$ cat src/rtl/i2s_tx_scheduler.sv
// Stereo 16-bit I2S transmitter: fractional BCK from a phase accumulator, 32-slot frame, one-pair buffer.
// Define I2S_UNDERRUN_CNT_EN to build the saturating underrun counter; otherwise underrun_count is tied to 0.
module i2s_tx_scheduler #(
  parameter int unsigned CLK_HZ = 6000000,
  parameter int unsigned BCK_HZ = 1411200
) (
  input  logic        clk,
  input  logic        rst_n,
  input  logic        en,
  input  logic        sample_valid,
  output logic        sample_ready,
  input  logic [15:0] sample_left,
  input  logic [15:0] sample_right,
  output logic        i2s_bck,
  output logic        i2s_lrck,
  output logic        i2s_din,
  output logic        frame_strobe,
  output logic [7:0]  underrun_count
);

  localparam int unsigned ACC_W = $clog2(CLK_HZ + 2 * BCK_HZ);
  localparam logic [ACC_W-1:0] INC = ACC_W'(2 * BCK_HZ);
  localparam logic [ACC_W-1:0] LIM = ACC_W'(CLK_HZ);

  logic [ACC_W-1:0] acc;
  logic [ACC_W-1:0] acc_sum;
  logic             tick;
  logic             fe;
  logic [4:0]       slot;
  logic [4:0]       slot_nxt;
  logic             load;
  logic             accept;
  logic             pend_full;
  logic [15:0]      pend_left;
  logic [15:0]      pend_right;
  logic [15:0]      cur_left;
  logic [15:0]      cur_right;
  logic [15:0]      load_left;
  logic [15:0]      load_right;
  logic [15:0]      chan;
  logic [3:0]       bit_k;
  logic             din_nxt;

  assign sample_ready = !pend_full;

  always_comb begin
    // NOTE: every signal assigned here gets a value on every path first, so no latch can be inferred.
    acc_sum    = acc + INC;
    tick       = en && (acc_sum >= LIM);
    fe         = tick && i2s_bck;
    slot_nxt   = slot + 5'd1;
    load       = fe && (slot_nxt == 5'd1);
    accept     = sample_valid && !pend_full;
    load_left  = pend_full ? pend_left  : '0;
    load_right = pend_full ? pend_right : '0;
    // Slot 1 transmits the MSB of the pair being loaded on that same edge.
    chan       = slot_nxt[4] ? cur_right : (load ? load_left : cur_left);
    bit_k      = slot_nxt[3:0];
    din_nxt    = chan[4'(5'd16 - 5'(bit_k))];
    if (bit_k == 4'd0)
      din_nxt = slot_nxt[4] ? cur_left[0] : cur_right[0];
  end

  // NOTE: sequential state uses non-blocking assignments so every flop samples pre-edge values.
  always_ff @(posedge clk or negedge rst_n) begin
    if (!rst_n) begin
      acc          <= '0;
      i2s_bck      <= 1'b0;
      i2s_lrck     <= 1'b0;
      i2s_din      <= 1'b0;
      slot         <= 5'd31;
      frame_strobe <= 1'b0;
    end else if (!en) begin
      acc          <= '0;
      i2s_bck      <= 1'b0;
      i2s_lrck     <= 1'b0;
      i2s_din      <= 1'b0;
      slot         <= 5'd31;
      frame_strobe <= 1'b0;
    end else begin
      acc          <= tick ? acc_sum - LIM : acc_sum;
      frame_strobe <= fe && (slot_nxt == 5'd0);
      if (tick)
        i2s_bck <= ~i2s_bck;
      if (fe) begin
        slot     <= slot_nxt;
        i2s_lrck <= slot_nxt[4];
        i2s_din  <= din_nxt;
      end
    end
  end

  // Handshake keeps running while en=0; only the serial side is held idle.
  always_ff @(posedge clk or negedge rst_n) begin
    if (!rst_n) begin
      pend_full <= 1'b0;
      cur_left  <= '0;
      cur_right <= '0;
    end else begin
      if (load) begin
        cur_left  <= load_left;
        cur_right <= load_right;
      end
      if (accept)
        pend_full <= 1'b1;
      else if (load)
        pend_full <= 1'b0;
    end
  end

  // NOTE: the pending data registers are not reset; pend_full gates every use of them.
  always_ff @(posedge clk) begin
    if (accept) begin
      pend_left  <= sample_left;
      pend_right <= sample_right;
    end
  end

`ifdef I2S_UNDERRUN_CNT_EN
  logic [7:0] under_cnt;

  always_ff @(posedge clk or negedge rst_n) begin
    if (!rst_n)
      under_cnt <= '0;
    else if (load && !pend_full && (under_cnt != 8'hFF))
      under_cnt <= under_cnt + 8'd1;
  end

  assign underrun_count = under_cnt;
`else
  assign underrun_count = '0;
`endif

endmodule

$ cat config.mk
export PLATFORM = sky130hd
export DESIGN_NAME = i2s_tx_scheduler
export DESIGN_NICKNAME = d
export VERILOG_FILES = /design/src/rtl/i2s_tx_scheduler.sv
export SDC_FILE = /design/constraint.sdc
export NUM_CORES = 1
export LEC_CHECK = 0
export CORE_MARGIN = 10
export CORE_UTILIZATION = 61
export DETAILED_ROUTE_END_ITERATION = 12
export GPL_TIMING_DRIVEN = 0
export PLACE_DENSITY_LB_ADDON = 0.2
export SLEW_MARGIN = 20
export SYNTH_ARGS = -nofsm -noshare
export SYNTH_HDL_FRONTEND = slang
export SYNTH_SLANG_ARGS = --single-unit
$ cat constraint.sdc
create_clock -name clk -period 7.7 [get_ports clk]
set_input_delay 1.925 -clock clk [delete_from_list [all_inputs] [get_ports clk]]
set_output_delay 1.925 -clock clk [all_outputs]
set_load 0.02 [all_outputs]
==> results.md <==
* Die area at about 11000 sq um
* Post-synthesis sequential area ratio at between 50% and 60%
* Placed Cells incl. Taps at around 600
* Setup crit start kind: flop
* # clock sinks at 91
* Final count of hold timing violations at 0
* MaxCap Viol Count at 0
* Power Density at between 300 and 400 nW/um^2
* Core Region at about 7300 sq um
* Most frequent cells in the layout: 91 x nand2_1, 54 x dfrtp_1, 39 x clkdlybuf4s50_1
* NetSw at between 700 and 800 uW
* Worst Max-Slew Pin Slew at 718.0 ps
* Synth area leader: dfrtp_1
* Ant diodes at 0
* Clock Skew at about 12 ps
* Initial antenna violation count at 0
* Placer Congestion at roughly 0.87
* Sw Share at between 40% and 50%
* Netlist cell types at 57
* Post-synth ARST share at about two thirds
* Critical-path cell list: clkbuf_1, clkbuf_1, buf_1, inv_1, clkdlybuf4s50_1
* # H-tree levels at 3
* Mapped cell area at approximately 4600 sq um
* Share of cells above drive strength 1 at 9.266%
* Layout Nets at ~550
* Sequential share of power at between 30% and 40%
* Root Buffer: clkbuf_8
* Share of the synthesized area in the top cell type at between 20 and 30%
* Number of gates resized after CTS at 0
* WL final at approximately 10000 um
* Leading cell type in the layout, fill and taps excluded: nand2_1
* Die Wd at approximately 110 um
* Die height at between 100 and 150 um
* Slowest stage delay, CP at around 550 ps
* Required @ worst endpoint at 5780 ps
* Post-CTS setup buffer count at 0
* Synth area leaders: dfrtp_1 30%, edfxtp_1 21%, nand2_1 7.5%
* Placement Rows at 31
* Peak VDD IR at ~0.15 mV
* Final setup viols at 0
* Post-DRT Antenna Nets at 0
* Most used cell, CP: clkbuf_1
* Syn Area/Cell at between 10 and 15 sq um
* Status: finished, final reports clean
* Pre-CTS setup slack at between 3000 and 4000 ps
* First-pass GRT wire length at between 15000 and 20000 um
* Comb pwr share at approximately half
* Leakage at ~2.3 nW
* Area growth syn-to-layout at 17.04%
* CTS tree: built
* DR WL/cell at 15.90 um
* Pins Over Slew Limit at 0
* PortBufs at 40
* Sequential cell area at between 2000 and 2500 sq um
* Cell area after layout at approximately 5400 sq um
* Fin crit period at approximately 4500 ps
* Critical Path Slowest Stage Cell: clkdlybuf4s50_1
* Gr usage total at 17.92%
* # IOs at just under 50
* Pre-antenna DRT Iters at 5
* DPL Wire Length at around 7300 um
* Yosys warnings at 0
* Tot Pwr at roughly 1.8 mW
* Crit Path Category: reg -> out
* Hold WC Path Type: reg -> reg
* Vias/cell at 5.755
* Int Pwr at around 1.1 mW
* CP arrival at roughly 2500 ps
* Flop and latch count out of synthesis at 91
* Reg clk slew, reported paths at roughly 90 ps
* Main synth FF type: dfrtp_1
* Number of global-route vias before repair at 3545
* Dpl cell area at 5186 sq um
* Clk pwr share at between 10% and 20%
* Syn Inst Count at 453
* EDFF count, synth at 32
* Clk_lat worst skew at 370 ps
* Unrepaired setup endpoints after global routing: no
* Total number of vias at 3551
* TritonCTS Buffers at 9
* Starting Density at ~63%
* CP Max Fanout at 10
* Non-Filler Instances at around 620
* Setup TNS at 0 ps
* Pin count of the biggest net entering global routing at 50
* CTS hold repair buffers at 0
* Multi-input gate area at roughly 2000 sq um
* CTS max path bufs at 2
* Congestion Overflow GR at 0
* Slew HR at a little over half
* Fmax at 0.2239 GHz
* Fillcell total at about 530
* Final routed DRC violation total at 0
* Period utilisation layout at 58.01%
* Final Worst Setup Slack at around 3200 ps
* Crit. End Element: output port
* R2R Setup Slk at roughly 4000 ps
* Starting DRT DRC Count at around 260
[sequential cells by signal, indices dropped and copies added (netlist names)]
signal and flops:
cur_right 16, pend_left 16, pend_full 1, slot 5, i2s_lrck 1, acc 17
i2s_bck 1, cur_left 16, i2s_din 1, pend_right 16, frame_strobe 1
[cells by family (layout without fill, tap and decap cells)]
group	after synthesis	after routing	share of synthesized area, %
AOI/OAI and AO/OA	81	81	12.52
xor gates and xnor gates	33	33	6.481
adders and majority gates	5	5	1.367
buffers and inverters	40	98	4.293
DFF	91	91	53.40
muxes	8	8	3.145
other	1	8	0.08196
and+or+nand+nor	194	194	18.70
[final cells by class]
type / instances / area share [%]
Multi-Input combinational cell: 329 / 36.78
Inverter: 12 / 0.8411
Clock buffer: 10 / 2.383
Tap cell: 99 / 2.313
Timing Repair Buffer: 42 / 8.458
Buffer: 28 / 2.827
Clock inverter: 6 / 0.7710
Sequential cell: 91 / 45.63
[per-layer routing]
metal | up-vias | track usage (%) | share of wire [%]
met2 | 117 | 30.64 | 51
met3 | 20 | 4.311 | 5.6
met5 | - | 0 | 0
met1 | 1719 | 20.73 | 41
met4 | 0 | 8.511 | 2.1
li1 | 1695 | - | -
[power by group through the flow]
stage | registers, mW | logic [mW] | clock network (mW)
floorplan | 0.642 | 0.665 | 0
global placement | 0.645 | 0.830 | 0
detailed placement | 0.650 | 0.859 | 0
CTS | 0.640 | 0.865 | 0.293
global route | 0.651 | 0.980 | 0.315
finish | 0.642 | 0.877 | 0.288
[critical path: cells and delay by family (launching register included)]
kind	cells	cell delay, ps
buf+inv	5	1840
flops	1	340
[cells in the mapped netlist (6+ instances only)]
library cell	number
and3_1	6
xnor2_1	23
xor2_1	9
o211ai_1	6
clkbuf_1	15
edfxtp_1	32
dfrtp_1	54
inv_1	11
a21oi_1	15
a31oi_1	6
o21ai_0	17
or3_1	8
buf_4	8
nor2_1	34
nand3_1	32
nand2_1	91
[worst paths after layout]
kind	startpoint	endpoint	depth (start not counted)
max in group asynchronous	rst_n	slot[0]$_DFFE_PN1P_	2
worst max register to register	acc[8]$_DFF_PN0_	i2s_din$_DFFE_PN0P_	11
worst min register to register	cur_left[6]$_DFF_PN0_	cur_left[6]$_DFF_PN0_	2
worst max-delay path	pend_full$_DFFE_PN0P_	sample_ready	5
min in group asynchronous	rst_n	acc[17]$_DFF_PN0_	1
worst min-delay path	cur_left[6]$_DFF_PN0_	cur_left[6]$_DFF_PN0_	2
[per-stage QoR]
step / hold slack [ps] / utilization (%)
finish: 473.2 / 73.44
global route: 500.3 / 73.44
CTS: 473.9 / 73.44
detailed placement: 454.0 / 71.12
global placement: 444.8 / 70.30
floorplan: 432.4 / -
Power figures use the tool's default switching activity.
